`config.mk`:
```
export PLATFORM = sky130hd
export DESIGN_NAME = adder_rr_arbiter
export DESIGN_NICKNAME = d
export VERILOG_FILES = /design/src/rtl/adder_rr_arbiter.sv
export SDC_FILE = /design/constraint.sdc
export NUM_CORES = 1
export LEC_CHECK = 0
export BUFFER_PORTS_ARGS = -buffer_cell sky130_fd_sc_hd__buf_4
export CELL_PAD_IN_SITES_DETAIL_PLACEMENT = 0
export CELL_PAD_IN_SITES_GLOBAL_PLACEMENT = 1
export CORE_AREA = 2 2 97 52
export DETAILED_ROUTE_END_ITERATION = 7
export DIE_AREA = 0 0 99 54
export MAX_ROUTING_LAYER = met4
export PLACE_DENSITY = 0.75
export SLEW_MARGIN = 10
export SYNTH_ARGS = -nofsm -noshare
export SYNTH_HDL_FRONTEND = slang
export SYNTH_HIERARCHICAL = 1
export SYNTH_SLANG_ARGS = --single-unit
export TNS_END_PERCENT = 5
```
`constraint.sdc`:
```
create_clock -name clk -period 2.3 [get_ports clk]
set_input_delay 0.115 -clock clk [delete_from_list [all_inputs] [get_ports clk]]
set_output_delay 0.115 -clock clk [all_outputs]
set_load 0.02 [all_outputs]
```
`src/rtl/adder_rr_arbiter.sv`:
```
// rtl/adder_rr_arbiter.sv - round-robin arbiter sharing one ripple-carry adder between two requesters

module ripple_carry_adder #(
    parameter int A_W = 5,
    parameter int B_W = 4
) (
    input  logic [A_W-1:0] a,
    input  logic [B_W-1:0] b,
    output logic [A_W-1:0] sum
);

    logic [A_W-1:0] b_ext;

    assign b_ext = A_W'(b);

    // Bit-serial carry chain; the final carry-out is deliberately not exposed.
    always_comb begin
        logic carry;
        carry = 1'b0;
        sum   = '0;
        for (int i = 0; i < A_W; i++) begin
            sum[i] = a[i] ^ b_ext[i] ^ carry;
            carry  = (a[i] & b_ext[i]) | (carry & (a[i] ^ b_ext[i]));
        end
    end

endmodule

module adder_rr_arbiter #(
    parameter int A_W   = 5,
    parameter int B_W   = 4,
    parameter int CNT_W = 8
) (
    input  logic             clk,
    input  logic             rst,
    input  logic [1:0]       req_valid,
    input  logic [A_W-1:0]   a0,
    input  logic [B_W-1:0]   b0,
    input  logic [A_W-1:0]   a1,
    input  logic [B_W-1:0]   b1,
    output logic [1:0]       req_ready,
    output logic             resp_valid,
    input  logic             resp_ready,
    output logic [A_W-1:0]   resp_sum,
    output logic             resp_id,
    output logic             resp_ovf,
    output logic             busy,
    output logic [CNT_W-1:0] op_count
);

    typedef enum logic [1:0] {
        IDLE = 2'd0,
        EXEC = 2'd1,
        RESP = 2'd2
    } state_t;

    state_t         state;
    state_t         state_nxt;
    logic           last_grant;
    logic           owner;
    logic           winner;
    logic [A_W-1:0] op_a;
    logic [B_W-1:0] op_b;
    logic [A_W-1:0] sum;

    ripple_carry_adder #(
        .A_W (A_W),
        .B_W (B_W)
    ) u_adder (
        .a   (op_a),
        .b   (op_b),
        .sum (sum)
    );

    // Winner: a lone requester wins; on a tie the one not granted last time wins.
    always_comb begin
        winner = 1'b0;
        if (req_valid == 2'b11) begin
            winner = ~last_grant;
        end else begin
            winner = req_valid[1];
        end
    end

    // Next-state and accept strobe; accepts happen only from IDLE.
    always_comb begin
        state_nxt = state;
        req_ready = 2'b00;
        case (state)
            IDLE: begin
                if (|req_valid) begin
                    req_ready = winner ? 2'b10 : 2'b01;
                    state_nxt = EXEC;
                end
            end
            EXEC: state_nxt = RESP;
            RESP: begin
                if (resp_ready) begin
                    state_nxt = IDLE;
                end
            end
            default: state_nxt = IDLE;
        endcase
    end

    // State register; reset discards any in-flight transaction.
    always_ff @(posedge clk) begin
        if (rst) begin
            state <= IDLE;
        end else begin
            state <= state_nxt;
        end
    end

    // Operand capture, result registration and completion counting.
    always_ff @(posedge clk) begin
        if (rst) begin
            last_grant <= 1'b1;
            owner      <= 1'b0;
            op_a       <= '0;
            op_b       <= '0;
            resp_sum   <= '0;
            resp_id    <= 1'b0;
            resp_ovf   <= 1'b0;
            op_count   <= '0;
        end else begin
            case (state)
                IDLE: begin
                    if (|req_valid) begin
                        op_a       <= winner ? a1 : a0;
                        op_b       <= winner ? b1 : b0;
                        owner      <= winner;
                        last_grant <= winner;
                    end
                end
                EXEC: begin
                    resp_sum <= sum;
                    resp_ovf <= (sum < op_a);
                    resp_id  <= owner;
                end
                RESP: begin
                    if (resp_ready) begin
                        op_count <= op_count + CNT_W'(1);
                    end
                end
                default: ;
            endcase
        end
    end

    assign resp_valid = (state == RESP);
    assign busy       = (state != IDLE);

endmodule

```
**Yosys cells after proc, flatten, opt, wreduce, memory -nomap -nowiden**

Cells that the tools add are included.
Widths: inputs -> output; s select.

- Output and inout bits: 19
- Register bits: 28

- Bitwise operators: 19
- Reductions and logical operators: 6
- Order comparisons: 1
- Equality and inequality tests: 5
- Muxes and demuxes: 9
- Add/sub/neg operators: 1

Operator list:

| operator | number |
|---|---|
| $mux 2 | 5 |
| $add 8x1->8 const B | 1 |
| $xor 1x1->1 | 8 |
| $and 1x1->1 | 7 |
| $pmux 2 s3 | 1 |
| $reduce_and 2->1 | 3 |
| $lt 5x5->1 | 1 |
| $mux 5 | 1 |
| $eq 2x2->1 const B | 2 |
| $mux 4 | 1 |
| $or 1x1->1 | 3 |
| $eq 2x1->1 const B | 1 |
| $logic_not 2->1 | 1 |
| $ne 2x1->1 const B | 1 |
| $ne 2x2->1 const B | 1 |
| $reduce_bool 2->1 | 1 |
| $reduce_or 2->1 | 1 |
| $mux 1 | 1 |
| $not 1->1 | 1 |

**Logic depth before layout (Yosys ltp)**

Gate-level depths: netlist (run 1).

- Word-level depth: 9
- Mapped depth: 12

**Modules after synthesis**

The synthesis (run 1) kept the hierarchy.

By module, submodules not included:

| module | times used | cells an instance | area an instance (µm²) |
|---|---|---|---|
| adder_rr_arbiter | 1 | 154 | 1,321.3 |
| ripple_carry_adder | 1 | 14 | 115.1 |

**Worst setup path before layout (run 1)**

No wires, ideal clock.

- Path type: reg-to-reg
- From: register op_a[0]
- To: register resp_ovf
- Slack: -0.178 ns
- Data arrival time: 2.374 ns
- Path buffers: 0
- Data required time: 2.197 ns
- Cell stages (with the launch flop): 12
- Path through: dfxtp_1 > ha_1 > inv_1 > fa_1 > inv_1 > fa_1 > inv_1 > fa_1 > xnor2_1 > ha_1 > and3_1 > a2111oi_2

- Longest elaborated chain between the ends: 9

Ends and longest elaborated chain:

| item | line | text |
|---|---|---|
| start, declared | 62 | `logic [A_W-1:0] op_a;` |
| start signal, assigned | 130 | `op_a <= winner ? a1 : a0;` |
| $and 1x1->1 (2 in a row) | 23 | `carry = (a[i] & b_ext[i]) \| (carry & (a[i] ^ b_ext[i]));` |
| $or 1x1->1 | 23 |  |
| $and 1x1->1 | 23 |  |
| $or 1x1->1 | 23 |  |
| $and 1x1->1 | 23 |  |
| $or 1x1->1 | 23 |  |
| $xor 1x1->1 | 22 | `sum[i] = a[i] ^ b_ext[i] ^ carry;` |
| named net sum[4] | 64 | `logic [A_W-1:0] sum;` |
| $lt 5x5->1 | 138 | `resp_ovf <= (sum < op_a);` |
| end signal, assigned | 138 |  |
| end, declared | 46 | `output logic resp_ovf,` |

The timed path passes the listed nets, and every way through them passes these cells.
A chain may end at the register's enable or synchronous reset.

**Final worst setup path (run 1)**

- From: register op_b[0]
- To: register resp_ovf

- Longest elaborated chain between the ends: 9

Ends and longest elaborated chain:

| item | line | text |
|---|---|---|
| start, declared | 63 | `logic [B_W-1:0] op_b;` |
| start signal, assigned | 131 | `op_b <= winner ? b1 : b0;` |
| $and 1x1->1 (2 in a row) | 23 |  |
| $or 1x1->1 | 23 |  |
| $and 1x1->1 | 23 |  |
| $or 1x1->1 | 23 |  |
| $and 1x1->1 | 23 |  |
| $or 1x1->1 | 23 |  |
| $xor 1x1->1 | 22 |  |
| named net sum[4] | 64 |  |
| $lt 5x5->1 | 138 |  |

The timed path passes the listed nets, and every way through them passes these cells.

==> flow_metrics.env, run 1 <==
export IMPL_gp_congestion=0.732
export IMPL_critical_path_arrival_ps=2700
export IMPL_synthArstFlopShare=0
export IMPL_grt_max_degree=30
export IMPL_yosys_most_used_dff="dfxtp_1"
export IMPL_status="finished with violations"
export IMPL_dr_pass1_iters=4
export IMPL_grt_pass1_vias=1170
export IMPL_placed_area_sq_um=1820
export IMPL_critPathLaunchType="flip-flop"
export IMPL_fin_crit_sh=1.09
export IMPL_hpwl_mm=2.55
export IMPL_hp_class="in2reg"
export IMPL_grt_use_met2=0.202
export IMPL_grt_met1_usage=0.180
export IMPL_met3_usage=0.0429
export IMPL_port_buffers=41
export IMPL_nets=242
export IMPL_yosysSeqAreaShare=0.390
export IMPL_fillers=463
export IMPL_pin_count=42
export IMPL_drt_iter0_drc=13
export IMPL_vias_per_cell=4.78
export IMPL_drive_above_1_share=0.303
export IMPL_yosys_warnings=6
export IMPL_wirelength_mm=3.36
export IMPL_synth_enable_flop_cells=0
export IMPL_finalPower_w=0.00115
export IMPL_slew_limit_headroom=0.525
export IMPL_rows=18
export IMPL_clk_pin_slew_ps=90
export IMPL_power_density_nw_per_um2=607
export IMPL_track_usage=0.138
export IMPL_antenna_left=0
export IMPL_fin_area_sq_um=1890
export IMPL_synth_area_leader_cell="dfxtp_1"
export IMPL_post_synth_cell_area_avg_sq_um=8.55
export IMPL_grt_overflow=0
export IMPL_synthesis_nets=200
export IMPL_die_h_um=54
export IMPL_setup_viol=1
export IMPL_synth_seq_cells=28
export IMPL_area_growth_pct=31.9
export IMPL_required_ps=2490
export IMPL_initial_core_util=0.311
export IMPL_rsz0062_at_grt="true"
export IMPL_worst_slack_ps=-203
export IMPL_clkSinkCount=28
export IMPL_diodes=0
export IMPL_dieArea_sq_um=5350
export IMPL_synth_area_sq_um=1440
export IMPL_path_class="reg2reg"
export IMPL_core_area_sq_um=4620
export IMPL_clock_latency_ps=280
export IMPL_die_w_um=99
export IMPL_clock_path_buffers=2
export IMPL_crit_fanout=2
export IMPL_end_kind="flip-flop"
export IMPL_cts_max_level=1
export IMPL_globalRoute_busiestLayer="met2"
export IMPL_violations="negative setup slack"
export IMPL_clock_fmax_ghz=0.399
export IMPL_post_cts_setup_buffer_count=0
export IMPL_wl_per_cell_um=12.5
export IMPL_cap_violations=0
export IMPL_drv_slew=0
export IMPL_peakVddDrop_mv=0.207
export IMPL_cts_hold_buf=0
export IMPL_finalClockSkew_ps=4.85
export IMPL_hold_violations=0
export IMPL_syn_inst=168
export IMPL_grt_first_pass_wirelength_mm=5.42
export IMPL_cts_tree="yes"
export IMPL_p_leak_nw=0.809
export IMPL_netlist_top_cells_count="dfxtp_1, a21oi_1, inv_1, nand2_1, nor2_1"
export IMPL_tightest_slew_ps=708
export IMPL_cts_root_buf="clkbuf_8"
export IMPL_synth_top_area_frac=0.390
export IMPL_synth_most_common_cell="dfxtp_1"
export IMPL_drc_errors=0
export IMPL_period_minus_slack_ps=2500
export IMPL_yosys_top_cells_area="dfxtp_1, a21oi_1, ha_1"
export IMPL_num_vias=1282
export IMPL_antenna_found_initial=0
export IMPL_ys_types=33
export IMPL_ff2ff_setup_slack_ps=-200
export IMPL_cts_buffers_inserted=3
## cells by family after synthesis
group	Yosys count	share of synthesized area
fa+ha+maj	9	0.0941
xor+xnor	3	0.0183
buf+inv	25	0.0688
compound gates	42	0.175
flops	28	0.390
mux	7	0.0497
simple gates	54	0.204
## placed cells by master, fill, tap and decap left out, types with 2 or more instances in the layout
master	count
a31oi_1	4
ha_1	6
nor2b_1	4
a21oi_1	19
nand2_1	17
nand2b_1	2
buf_4	45
inv_1	16
clkbuf_8	3
o21ai_0	8
a211oi_1	5
o31ai_1	2
fa_2	3
or3_1	2
or4_1	2
nor2_1	10
mux2i_1	6
nand3_1	5
dfxtp_1	26
nand4b_1	5
dfxtp_2	2
## power breakdown
part	switching, W	internal [W]
logic	0.000178	0.000150
clock network	0.000155	0.000118
registers	0.0000285	0.000521
total	0.000361	0.000789
## worst max-delay path, stage by stage (launching register included)
cell	delay [ps]
dfxtp_2	340
ha_1	130
inv_1	50
fa_2	330
inv_2	60
fa_2	170
inv_1	50
fa_2	350
xnor2_2	150
ha_1	330
and3_4	190
a2111oi_4	260
## final timing paths
kind	startpoint	endpoint	cells after the start
worst max-delay path	op_b[0]$_SDFFE_PP0P_	resp_ovf$_SDFFE_PP0N_	11
worst max register to register	op_b[0]$_SDFFE_PP0P_	resp_ovf$_SDFFE_PP0N_	11
worst min register to register	resp_sum[4]$_SDFFE_PP0N_	resp_sum[4]$_SDFFE_PP0N_	2
worst min-delay path	b1[0]	op_b[0]$_SDFFE_PP0P_	3
## registers in the layout, indices dropped and copies added (netlist names)
register	flops
state	2
last_grant	1
owner	1
resp_sum	5
op_b	4
resp_ovf	1
op_count	8
op_a	5
resp_id	1
## timing repair
item,CTS,global route
pin swaps,4,3
endpoints found under the hold margin,0,0
resized for setup,6,1
endpoints found under the setup margin,1,1
## routing by layer
metal	share of wire	routed length, um
met2	0.40	1350
met3	0.045	152
met5	0	0
met1	0.54	1810
met4	0.014	48
## metrics by stage
step                      worst slack [ps]  instances   util  setup TNS [ps]  hold WS, ps
after global placement                -250        265  0.394            -250          399
after CTS                             -235        268  0.408            -235         94.2
final                                 -203        268  0.410            -203          100
after global routing                  -348        268  0.410            -348          106
after detailed placement              -314        265  0.394            -314          405
after floorplan                       -133        168      -            -133          269
## area by class of cell
cell class | count | area (sq um) | share of cell area
clock buffer | 3 | 41.3 | 0.0218
tap | 60 | 75.1 | 0.0396
multi-input combinational | 115 | 813 | 0.429
inverter | 17 | 63.8 | 0.0337
timing repair buffer | 45 | 338 | 0.178
sequential | 28 | 563 | 0.297
(Power assumes the default switching activity.)
==> run 2: changes to the inputs <==
ABC_AREA = 1   (was unset)
CELL_PAD_IN_SITES_DETAIL_PLACEMENT = 1   (was 0)
CORE_AREA = 2 2 99 53   (was 2 2 97 52)
DIE_AREA = 0 0 101 55   (was 0 0 99 54)
PLACE_DENSITY = 0.76   (was 0.75)
==> run 2 against run 1 <==
  * The flow still finishes with violations (negative setup slack)
  * Sequential share of layout area decreased by 0.93 points
  * Die area up 3.9%
  * Combinational power grew 12%
  * Routed wire length increased by 9.2%
  * Final area up 3.2%
  * Clock skew up 2.0 ps
  * Synthesized cell count is 23% higher
  * Clock power grew 45%
  * First-iteration DRC count is 92% higher
  * Via count increased by 6.5%
  * Critical path type unchanged
  * Critical endpoint unchanged
==> flow_metrics.env, run 2 <==
export IMPL_vias_per_cell=4.38
export IMPL_yosysSeqAreaShare=0.387
export IMPL_die_h_um=55
export IMPL_clock_path_buffers=2
export IMPL_tightest_slew_ps=499
export IMPL_clock_fmax_ghz=0.414
export IMPL_critPathLaunchType="flip-flop"
export IMPL_synth_enable_flop_cells=0
export IMPL_critical_path_arrival_ps=2600
export IMPL_tns_ps=-117
export IMPL_hpwl_mm=2.92
export IMPL_grt_pass1_vias=1296
export IMPL_antenna_left=0
export IMPL_drc_errors=0
export IMPL_peakVddDrop_mv=0.237
export IMPL_yosys_top_cells_area="dfxtp_1, nand2_1, nor2_1"
export IMPL_pin_count=42
export IMPL_end_kind="flip-flop"
export IMPL_crit_fanout=2
export IMPL_synthesis_nets=238
export IMPL_cts_buffers_inserted=3
export IMPL_top_register="op_count"
export IMPL_drt_iter0_drc=25
export IMPL_core_area_sq_um=4730
export IMPL_die_w_um=101
export IMPL_rsz0062_at_grt="true"
export IMPL_status="finished with violations"
export IMPL_fin_crit_sh=1.05
export IMPL_cts_hold_buf=0
export IMPL_cts_root_buf="clkbuf_8"
export IMPL_post_synth_cell_area_avg_sq_um=7.03
export IMPL_yosys_warnings=6
export IMPL_clkSinkCount=28
export IMPL_synth_seq_cells=28
export IMPL_drive_above_1_share=0.294
export IMPL_cts_tree="yes"
export IMPL_grt_max_degree=18
export IMPL_diodes=0
export IMPL_hold_violations=0
export IMPL_rows=18
export IMPL_clk_pin_slew_ps=100
export IMPL_synthArstFlopShare=0
export IMPL_slew_limit_headroom=0.667
export IMPL_worst_slack_ps=-117
export IMPL_setup_viol=1
export IMPL_path_class="reg2reg"
export IMPL_synth_top_area_frac=0.387
export IMPL_violations="negative setup slack"
export IMPL_final_cell_mix="nand2_1, buf_4, nor2_1, dfxtp_1, inv_1"
export IMPL_final_common_cell="nand2_1"
export IMPL_netlist_top_cells_count="nand2_1, nor2_1, dfxtp_1"
export IMPL_synth_area_sq_um=1450
export IMPL_gp_congestion=0.826
export IMPL_grt_first_pass_wirelength_mm=5.99
export IMPL_period_minus_slack_ps=2420
export IMPL_yosys_most_used_dff="dfxtp_1"
export IMPL_dieArea_sq_um=5560
export IMPL_wl_per_cell_um=11.8
export IMPL_initial_core_util=0.306
export IMPL_antenna_found_initial=0
export IMPL_grt_overflow=0
export IMPL_fillers=605
export IMPL_clock_latency_ps=280
export IMPL_largestRegisters="op_count x8, op_a x5, resp_sum x5"
export IMPL_nets=285
export IMPL_drv_slew=0
export IMPL_p_leak_nw=0.927
export IMPL_pre_cts_slack_ps=-200
export IMPL_synth_most_common_cell="nand2_1"
export IMPL_num_vias=1365
export IMPL_required_ps=2480
export IMPL_power_density_nw_per_um2=672
export IMPL_cts_max_level=1
export IMPL_syn_inst=206
export IMPL_dr_pass1_iters=4
export IMPL_track_usage=0.146
export IMPL_port_buffers=41
export IMPL_wirelength_mm=3.67
export IMPL_finalClockSkew_ps=6.84
export IMPL_cap_violations=0
export IMPL_synth_area_leader_cell="dfxtp_1"
export IMPL_hp_class="in2reg"
export IMPL_largest_reg_flops=8
export IMPL_area_growth_pct=35.1
export IMPL_ys_types=24
-- run 2: changes by cell type in the layout (fill, tap and decap cells not counted), sizes merged, moves of 5 or more --
cell	change
o21ai	+5
nand4b	-5
a21oi	-6
nor2	+27
inv	+11
nand2	+41
mux2i	-6
a211oi	-5
-- run 2: layout make-up --
type | count | area [sq um] | share of cell area
multi-input combinational | 145 | 792 | 0.405
tap | 60 | 75.1 | 0.0384
clock buffer | 3 | 41.3 | 0.0211
clock inverter | 1 | 30.0 | 0.0154
timing repair buffer | 46 | 345 | 0.177
inverter | 29 | 109 | 0.0557
sequential | 28 | 563 | 0.288
-- run 2: path summary, 6_finish.rpt --
path	from	endpoint	slack [ps]	cells past startpoint
worst max-delay path	op_a[0]$_SDFFE_PP0P_	resp_ovf$_SDFFE_PP0N_	-120	13
worst min-delay path	a0[2]	op_a[2]$_SDFFE_PP0P_	60	3
worst max register to register	op_a[0]$_SDFFE_PP0P_	resp_ovf$_SDFFE_PP0N_	-120	13
worst min register to register	owner$_SDFFE_PP0P_	owner$_SDFFE_PP0P_	470	2
-- run 2: worst max-delay path, cell delays in order, from the launching register on --
cell and delay [ps]:
dfxtp_2 340, ha_1 150, inv_2 40, fa_2 330, inv_2 60, fa_2 180
inv_2 40, fa_2 520, inv_2 50, ha_4 250, nand2_2 60, o21bai_1 150
nand3_1 90, a21oi_2 50
-- run 2: report_power, final --
part / internal (W) / total, W / switching, W
Clock: 0.000233 / 0.000396 / 0.000163
Sequential: 0.000525 / 0.000552 / 0.0000269
Combinational: 0.000160 / 0.000367 / 0.000207
-- run 2: cell families after synthesis --
group | count (synthesis) | share of synthesized area
flip-flops | 28 | 0.387
AND/OR/NAND/NOR | 105 | 0.308
XOR/XNOR | 2 | 0.0121
adder cells (fa/ha/maj) | 9 | 0.0933
AO/OA/AOI/OAI | 29 | 0.105
buffers and inverters | 33 | 0.0942
-- run 2: metrics by stage --
step / total power [W] / hold slack, ps / instance area (sq um) / utilization / std cells
2_1_floorplan: 0.000775 / 184 / 1450 / - / 206
3_3_place_gp: 0.000889 / 344 / 1830 / 0.386 / 306
3_5_place_dp: 0.000899 / 350 / 1830 / 0.386 / 306
4_1_cts: 0.00132 / 57.9 / 1930 / 0.408 / 311
5_1_grt: 0.00140 / 60.1 / 1960 / 0.413 / 312
6_report: 0.00131 / 58.7 / 1960 / 0.413 / 312
-- run 2: repair_timing --
| item | 4_1_cts | 5_1_grt |
|---|---|---|
| resized for setup | 11 | 3 |
| endpoints found under the hold margin | 0 | 0 |
| setup endpoints to repair | 1 | 1 |
| setup buffers | 1 | 1 |
| pin swaps | 2 | 0 |
-- run 2: routing by layer --
metal | global-route usage | up-vias | routed length, um
met5 | - | - | 0
met4 | 0.0338 | 0 | 35
met3 | 0.0402 | 5 | 162
met2 | 0.219 | 24 | 1410
met1 | 0.197 | 608 | 2070
li1 | - | 728 | -
==> run 3: changes to the inputs <==
GPL_TIMING_DRIVEN = 0   (was unset)
==> run 3 against run 2 <==
  * The flow still finishes with violations (negative setup slack)
  * Largest cell class unchanged
  * Fmax fell by 1.3%
  * Via count rose by 2.5%
  * Combinational power fell by 2%
  * Critical endpoint unchanged
  * Register-to-register slack got worse by 30 ps
==> flow_metrics.env, run 3 (synthesized netlist as in run 2, its figures left out) <==
export IMPL_clock_path_buffers=2
export IMPL_area_growth_pct=34.1
export IMPL_diodes=0
export IMPL_crit_fanout=2
export IMPL_clk_pin_slew_ps=90
export IMPL_drc_errors=0
export IMPL_placed_cells=307
export IMPL_ff2ff_setup_slack_ps=-150
export IMPL_finalClockSkew_ps=6.13
export IMPL_drv_slew=0
export IMPL_wirelength_mm=3.74
export IMPL_top_register="op_count"
export IMPL_finalPower_w=0.00122
export IMPL_hp_start="a0[4]"
export IMPL_clkSinkCount=28
export IMPL_clock_fmax_ghz=0.408
export IMPL_final_common_cell="nand2_1"
export IMPL_die_w_um=101
export IMPL_clock_latency_ps=280
export IMPL_rows=18
export IMPL_cts_max_level=1
export IMPL_nets=286
export IMPL_p_leak_nw=0.919
export IMPL_netSwitchingPower_w=0.000381
export IMPL_rsz0062_at_grt="true"
export IMPL_grt_overflow=0
export IMPL_hold_violations=0
export IMPL_power_density_nw_per_um2=627
export IMPL_hp_class="in2reg"
export IMPL_track_usage=0.152
export IMPL_p_sw_frac=0.313
export IMPL_worst_slack_ps=-150
export IMPL_grt_first_pass_wirelength_mm=6.29
export IMPL_cts_root_buf="clkbuf_8"
export IMPL_rr_worst_depth=13
export IMPL_largestRegisters="op_count x8, op_a x5, resp_sum x5"
export IMPL_final_util=0.410
export IMPL_num_vias=1399
export IMPL_instances_no_fill=313
export IMPL_antenna_found_initial=0
export IMPL_port_buffers=41
export IMPL_combPwrFrac=0.296
export IMPL_path_class="reg2reg"
export IMPL_antenna_left=0
export IMPL_die_h_um=55
export IMPL_slew_limit_headroom=0.694
export IMPL_gp_congestion=0.776
export IMPL_intPower_w=0.000835
export IMPL_grt_pass1_vias=1352
export IMPL_peakVddDrop_mv=0.277
export IMPL_core_area_sq_um=4730
export IMPL_whs_path_depth=3
export IMPL_pre_cts_slack_ps=-262
export IMPL_power_frac_clock=0.251
export IMPL_cts_buffers_inserted=3
export IMPL_largest_reg_flops=8
export IMPL_cap_violations=0
export IMPL_critical_path_arrival_ps=2600
export IMPL_violations="negative setup slack"
export IMPL_tightest_slew_ps=459
export IMPL_r2r_start="op_a[0]$_SDFFE_PP0P_"
export IMPL_vias_per_cell=4.47
export IMPL_holdPathEnd="op_a[4]$_SDFFE_PP0P_"
export IMPL_drt_iter0_drc=25
export IMPL_tns_ps=-150
export IMPL_drive_above_1_share=0.277
export IMPL_fin_crit_sh=1.07
export IMPL_end_kind="flip-flop"
export IMPL_hpwl_mm=2.95
export IMPL_worstReg2RegEnd="resp_ovf$_SDFFE_PP0N_"
export IMPL_pin_count=42
export IMPL_dieArea_sq_um=5560
export IMPL_final_cell_mix="nand2_1, buf_4, nor2_1, dfxtp_1, inv_1"
export IMPL_status="finished with violations"
export IMPL_cts_tree="yes"
export IMPL_setup_viol=1
export IMPL_initial_core_util=0.306
export IMPL_period_minus_slack_ps=2450
export IMPL_wl_per_cell_um=11.9
export IMPL_p_seq_frac=0.454
export IMPL_dr_pass1_iters=4
export IMPL_required_ps=2450
export IMPL_critPathLaunchType="flip-flop"
export IMPL_fillers=615
export IMPL_grt_max_degree=16
run 3: cell type report:
class / count / area, sq um / area share
multi-input combinational: 145 / 786 / 0.405
sequential: 28 / 563 / 0.290
timing repair buffer: 43 / 325 / 0.168
inverter: 29 / 109 / 0.0561
tap: 60 / 75.1 / 0.0387
clock buffer: 4 / 55.1 / 0.0284
buffer: 4 / 27.5 / 0.0142
run 3: power groups by stage:
stage | registers [W] | clock network [W] | logic, W
floorplan | 0.000575 | 0 | 0.000200
global placement | 0.000563 | 0 | 0.000326
detailed placement | 0.000564 | 0 | 0.000336
CTS | 0.000553 | 0.000318 | 0.000344
global route | 0.000558 | 0.000335 | 0.000412
finish | 0.000552 | 0.000305 | 0.000360
run 3: how the worst max path moves through the flow:
| stage | start | endpoint | slack [ps] | depth (start not counted) |
|---|---|---|---|---|
| floorplan | op_a[0]$_SDFFE_PP0P_ | resp_ovf$_SDFFE_PP0N_ | 4 | 14 |
| global placement | op_b[0]$_SDFFE_PP0P_ | resp_ovf$_SDFFE_PP0N_ | -210 | 15 |
| detailed placement | op_b[0]$_SDFFE_PP0P_ | resp_ovf$_SDFFE_PP0N_ | -260 | 15 |
| CTS | op_b[0]$_SDFFE_PP0P_ | resp_ovf$_SDFFE_PP0N_ | -200 | 14 |
| global route | op_a[0]$_SDFFE_PP0P_ | resp_ovf$_SDFFE_PP0N_ | -240 | 13 |
| finish | op_a[0]$_SDFFE_PP0P_ | resp_ovf$_SDFFE_PP0N_ | -150 | 13 |
run 3: repair_timing:
item                                    in CTS  in global routing
buffers inserted                             1                  0
hold buffers                                 1                  0
endpoints found under the hold margin        1                  0
gates resized for setup                      6                  5
pin swaps                                    1                  2
endpoints found under the setup margin       1                  1
run 3: worst max-delay path, cell delays in order (launching register included):
cell      delay, ps
dfxtp_2         340
ha_1            130
inv_1            50
fa_2            330
inv_2            60
fa_2            190
inv_2            40
fa_2            520
inv_2            50
ha_4            250
nand2_2          50
o21bai_1        140
nand3_1         100
a21oi_1          60
run 3: layer usage:
layer  wire length (um)  vias to the layer above  GRT usage
met1               2080                      639      0.208
met5                  0                        -          -
met2               1460                       27      0.234
li1                   -                      731          -
met3                184                        2     0.0402
met4                 11                        0     0.0203
run 3: per-stage QoR:
| stage | cell area, sq um | hold WS (ps) |
|---|---|---|
| floorplan | 1450 | 184 |
| global placement | 1830 | 303 |
| detailed placement | 1830 | 302 |
| CTS | 1910 | 54.7 |
| global route | 1940 | 65.3 |
| finish | 1940 | 61.1 |
